$ cat config.mk
export PLATFORM = sky130hd
export DESIGN_NAME = cell_index_gen
export DESIGN_NICKNAME = d
export VERILOG_FILES = /design/src/rtl/sudoku_pkg.sv /design/src/rtl/board_checker_cell_index_gen.sv
export SDC_FILE = /design/constraint.sdc
export NUM_CORES = 1
export LEC_CHECK = 0
export ABC_CLOCK_PERIOD_IN_PS = 8000
export CELL_PAD_IN_SITES_DETAIL_PLACEMENT = 1
export CELL_PAD_IN_SITES_GLOBAL_PLACEMENT = 1
export CORE_MARGIN = 3
export CORE_UTILIZATION = 41
export DETAILED_ROUTE_END_ITERATION = 8
export GPL_ROUTABILITY_DRIVEN = 0
export HOLD_SLACK_MARGIN = 0.1
export PLACE_DENSITY = 0.75
export SLEW_MARGIN = 10
export SYNTH_ARGS = -nofsm -noshare
export SYNTH_HDL_FRONTEND = slang
export SYNTH_SLANG_ARGS = --single-unit
$ cat constraint.sdc
create_clock -name clock -period 8 [get_ports clock]
set_clock_uncertainty 0.2 [all_clocks]
set_input_delay 2.4 -clock clock [delete_from_list [all_inputs] [get_ports clock]]
set_output_delay 2.4 -clock clock [all_outputs]
set_load 0.02 [all_outputs]
$ cat src/rtl/sudoku_pkg.sv
// Shared types and helpers for the Sudoku board checker.
// Cell/grid typedefs, pass and FSM state enums, divide/modulo-by-3 helpers.
package sudoku_pkg;

   localparam int GRID_N    = 9;
   localparam int BOX_N     = 3;
   localparam int EMPTY     = 0;
   localparam int CELL_BITS = 4;

   typedef logic [CELL_BITS-1:0] cell_t;
   typedef cell_t [8:0][8:0]     grid_t;

   typedef enum logic [1:0] {
      ROW = 2'd0,
      COL = 2'd1,
      BOX = 2'd2
   } pass_t;

   typedef enum logic [1:0] {
      IDLE = 2'd0,
      SCAN = 2'd1,
      DONE = 2'd2
   } chk_state_t;

   function automatic logic [3:0] div3(input logic [3:0] x);
      if (x >= 4'd6)      return 4'd2;
      else if (x >= 4'd3) return 4'd1;
      else                return 4'd0;
   endfunction

   function automatic logic [3:0] mod3(input logic [3:0] x);
      return x - 4'd3 * div3(x);
   endfunction

endpackage

$ cat src/rtl/board_checker_cell_index_gen.sv
// Visit-order generator: pass/g/k counters and the cell (i,j) they address.
// Ports: clock, reset_n, clear, advance -> pass, i, j, first_in_group, last_visit.
module cell_index_gen
   import sudoku_pkg::*;
(
   input  logic       clock,
   input  logic       reset_n,
   input  logic       clear,
   input  logic       advance,
   output pass_t      pass,
   output logic [3:0] i,
   output logic [3:0] j,
   output logic       first_in_group,
   output logic       last_visit
);

   logic [3:0] g;
   logic [3:0] k;

   always_ff @(posedge clock or negedge reset_n) begin
      if (!reset_n) begin
         pass <= ROW;
         g    <= '0;
         k    <= '0;
      end else if (clear) begin
         pass <= ROW;
         g    <= '0;
         k    <= '0;
      end else if (advance) begin
         if (k == 4'd8) begin
            k <= '0;
            if (g == 4'd8) begin
               g <= '0;
               case (pass)
                  ROW:     pass <= COL;
                  COL:     pass <= BOX;
                  default: pass <= ROW;
               endcase
            end else begin
               g <= g + 4'd1;
            end
         end else begin
            k <= k + 4'd1;
         end
      end
   end

   always_comb begin
      i = g;
      j = k;
      case (pass)
         ROW: begin
            i = g;
            j = k;
         end
         COL: begin
            i = k;
            j = g;
         end
         BOX: begin
            i = 4'd3 * div3(g) + div3(k);
            j = 4'd3 * mod3(g) + mod3(k);
         end
         default: begin
            i = g;
            j = k;
         end
      endcase
   end

   assign first_in_group = (k == 4'd0);
   assign last_visit     = (pass == BOX) && (g == 4'd8) && (k == 4'd8);

endmodule

==> results summary <==
By area, the combinational part of the netlist is dominated by adder cells. The static power due to leakage is ~0.66 nW. The synthesized design contains 10 register bits.

The count of vias placed by the detailed router came out at between 1000 and 1500. The total clock sinks is 10. The worst setup path is captured at an output port. After detailed routing, the total wire length is 3.10 mm. The count of input and output buffers came out at 15.

The xor-xnor portion of the synthesized cell area came out at 8.30%. The fraction of layout instances using a drive strength above 1 came out at a little under a tenth. The combinational power share came out at around 60%. VDD sags by at most 0.0816 mV.

Sorting the synthesized cells by how often they occur yields sky130_fd_sc_hd__inv_1, sky130_fd_sc_hd__nor2_1, sky130_fd_sc_hd__ha_1, sky130_fd_sc_hd__dfrtp_1, sky130_fd_sc_hd__a21oi_1. Of the total power, the clock network draws roughly 15%. Setup violations remaining at the end of the flow were counted as 0.

The number of levels in the clock H-tree came out at 1. The worst slew margin relative to its limit came out at 65.7%. Setup repair after global routing left no endpoint under its margin. The register-to-register path setup slack came out at 5.99 ns. Of all nets on the critical path, the largest fanout is 5.

The summed negative setup slack over all endpoints came out at 0 ns. The repair_antennas step left the layout with diodes totalling 0. For this run, the leading register cell type out of synthesis is sky130_fd_sc_hd__dfrtp_1. The maximum number of pins on one net before global-route repair is 17.

The power dissipated by switching net loads came out at between 90 and 100 µW. Compared with the post-synthesis result, the final layout area differs by 16.4%. The slew of the pin with the lowest slew margin came out at ~0.52 ns. The cell at the slowest stage of the critical path is sky130_fd_sc_hd__fa_1. The number of buffers added to fix hold violations after cts came out at 0. The clock slew seen by the registers of the worst setup and hold paths came out at ~0.070 ns.

The total DRC errors in the routed layout is 0. Counting I/O delays and the setup requirement, the final critical path takes between 7 and 8 ns. The delay contributed by the slowest stage of the critical path is between 0.5 and 0.6 ns. The adder and majority cell fraction of the synthesized area is between 20% and 30%. The initial utilization of the core area, before any placement, comes to between 40% and 50%. The count of routing violations after the opening detailed-route iteration is 22. After synthesis, the cell types taking the most area are sky130_fd_sc_hd__dfrtp_1, sky130_fd_sc_hd__ha_1, sky130_fd_sc_hd__fa_1.

Derived from the worst setup path, the maximum achievable clock frequency is 0.129 GHz. The synthesized-area fraction occupied by ao, oa, aoi and oai cells came out at between 10% and 20%. The die boundary height came out at between 60 and 70 µm. The number of nets in the synthesized netlist is ~170. The signal on the critical path passes through ha_1, or3_1, inv_1, nor2_2, ha_1, fa_1, ha_1, inv_1, fa_1, inv_1, fa_1, inv_1, fa_1, xor2_1, xnor2_1, xnor2_1, nor3_1, a211oi_1, clkbuf_2. The routed length per instance is ~16 µm. The number of inserted filler cells in the final layout came out at 330.

After clock tree synthesis, the setup repair step added 0 buffers. The number of enable-type register cells in the synthesized netlist is 0. The average vias per placed instance is around 5.6. The first global-routing pass estimated roughly 5.3 mm of wire. The total overflow left after global routing is 0.

The synthesis warning total is 0. The max capacitance violation total came out at 0. The first-pass iteration count of the detailed router came out at 4.

The total I/O pin count is 16. Synthesis produced 144 cells. The count of endpoints failing hold in the final timing report is 0. The data required time of the worst path is approximately 5.4 ns.

The biggest area contributor in the post-synthesis netlist is sky130_fd_sc_hd__dfrtp_1. The ratio of total power to cell area came out at ~160 nW/µm². Dividing the final minimum period by the clock period gives 97.0%. The synthesized cell area came out at 1240 µm². Dividing the synthesized area by the synthesized cell count gives roughly 8.6 µm². The via count of the first global-routing pass is 1129.

The share of async-settable or async-resettable flops after synthesis came out at between 90% and 100%. The cell-internal power is between 100 and 150 µW. STA classifies the critical path startpoint as a register. The number of pins exceeding their max-slew limit in the final report is 0. The number of antenna violations at the first check in global routing is 0. The tightest min-delay check is of the reg2reg type. The global-route usage over all layers is about a fifth. The share of cell area taken by muxes after synthesis came out at 0.810%. The half-perimeter wire length of the detailed placement result came out at 2.54 mm. The cell at the root of the clock tree is sky130_fd_sc_hd__clkbuf_4. The maximum clock path buffer count came out at 2. Summing the areas of all and, or, nand and nor instances in the mapped netlist gives around 15% of the synthesized area. The area of the die is around 3700 µm². The share of power burned in registers is 24.7%. The die boundary width is 60.9 µm. At the end of the flow, the number of nets in the layout was around 190. The worst setup path is of the reg2out kind. The unique cell type count in the Yosys netlist came out at 39. Overall power consumption after layout is estimated at 232 µW.

After floorplanning, the core was sized to cover 2810 µm². The switching power share of the total is approximately 43%. The row count came out at 19. TritonCTS built the clock tree. The detail route stage leaves a number of antenna-violating nets equal to 0. The area fraction of the dominant cell type after synthesis came out at between 20% and 30%. The run finished with clean final reports.

The sequential share of the synthesized area is approximately a fifth. For the worst-skew pair, the clock arrives at the later sink with an insertion delay of 0.27 ns. The worst path arrival time is a little over 5 ns. The number of buffers created by CTS is 3.
## power by group through the flow
stage	combinational (mW)	clock, mW	sequential (mW)
final	0.140	0.0350	0.0572
after global routing	0.157	0.0387	0.0580
after CTS	0.142	0.0353	0.0575
after detailed placement	0.141	0	0.0584
after global placement	0.135	0	0.0580
after floorplan	0.0998	0	0.0578
## through the flow
step | setup WS, ns | util (%) | hold slack (ns) | cell area (µm²) | cells
global placement | 0.187 | 50.6 | 0.349 | 1420 | 187
detailed placement | 0.0327 | 50.6 | 0.350 | 1420 | 187
finish | 0.244 | 51.3 | 0.371 | 1440 | 190
CTS | 0.0274 | 51.3 | 0.377 | 1440 | 190
floorplan | 0.631 | - | 0.380 | 1240 | 144
global route | 0.00582 | 51.3 | 0.419 | 1440 | 190
## cell families (layout without fill, tap and decap cells)
group                    Yosys count  in the layout
adder cells (fa/ha/maj)           23             23
flip-flops                        10             10
AO/OA/AOI/OAI                     37             37
AND/OR/NAND/NOR                   37             37
XOR/XNOR                          10             10
buffers and inverters             25             40
other                              1              1
multiplexers                       1              1
## final timing paths
path,start,endpoint,cells after the start
max,g[0]$_DFFE_PN0P_,j[3],19
min,pass[0]$_DFFE_PN0P_,pass[0]$_DFFE_PN0P_,1
max reg2reg,k[0]$_DFFE_PN0P_,pass[0]$_DFFE_PN0P_,6
min reg2reg,pass[0]$_DFFE_PN0P_,pass[0]$_DFFE_PN0P_,1
max in group asynchronous,reset_n,g[0]$_DFFE_PN0P_,1
min in group asynchronous,reset_n,g[2]$_DFFE_PN0P_,1
## flip-flops by register name (all words and copies together) (netlist names)
signal	count
g	4
pass	2
k	4
## metal layers
layer  track usage [%]  vias up  part of all wire, %
li1                  -      516                    -
met4              7.43        0                  1.8
met2              34.8       19                   52
met3              2.34        6                  2.4
met5                 0        -                    0
met1              24.0      528                   43
## placed cells by master (no fill, tap or decap), types with 2 or more instances in the layout
cell	Yosys	routed
sky130_fd_sc_hd__inv_1	17	17
sky130_fd_sc_hd__nor2_1	17	16
sky130_fd_sc_hd__ha_1	16	16
sky130_fd_sc_hd__clkdlybuf4s50_1	0	14
sky130_fd_sc_hd__dfrtp_1	10	10
sky130_fd_sc_hd__a21oi_1	9	9
sky130_fd_sc_hd__fa_1	7	7
sky130_fd_sc_hd__o21ai_0	6	6
sky130_fd_sc_hd__xnor2_1	6	6
sky130_fd_sc_hd__a22oi_1	6	6
sky130_fd_sc_hd__buf_4	1	5
sky130_fd_sc_hd__nand2_1	4	4
sky130_fd_sc_hd__o21ai_1	4	4
sky130_fd_sc_hd__nand2b_1	3	3
sky130_fd_sc_hd__a21o_1	3	3
sky130_fd_sc_hd__nor3_1	3	3
sky130_fd_sc_hd__clkbuf_4	0	3
sky130_fd_sc_hd__or3_1	2	2
sky130_fd_sc_hd__xor2_1	2	2
sky130_fd_sc_hd__nor3b_1	2	2
sky130_fd_sc_hd__a22o_1	2	2
## critical path: cells and delay by family (launching register included)
family / cells / cell delay, ns
buf+inv: 5 / 0.52
flops: 1 / 0.42
simple gates: 3 / 0.50
xor+xnor: 3 / 0.60
fa+ha+maj: 7 / 2.66
compound gates: 1 / 0.18
## area by class of cell
type                            count  area, µm²  area share, %
Sequential cell                    10        250           17.4
Inverter                           17       63.8           4.43
Clock buffer                        3       22.5           1.57
Timing Repair Buffer               20        183           12.7
Multi-Input combinational cell    109        881           61.2
Tap cell                           31       38.8           2.70
## repair_timing
action                                  in CTS  in global routing
gates resized for setup                      1                  4
endpoints found under the hold margin        0                  0
endpoints found under the setup margin       1                  1
pin swaps                                    0                  1
(Power assumes the default switching activity.)
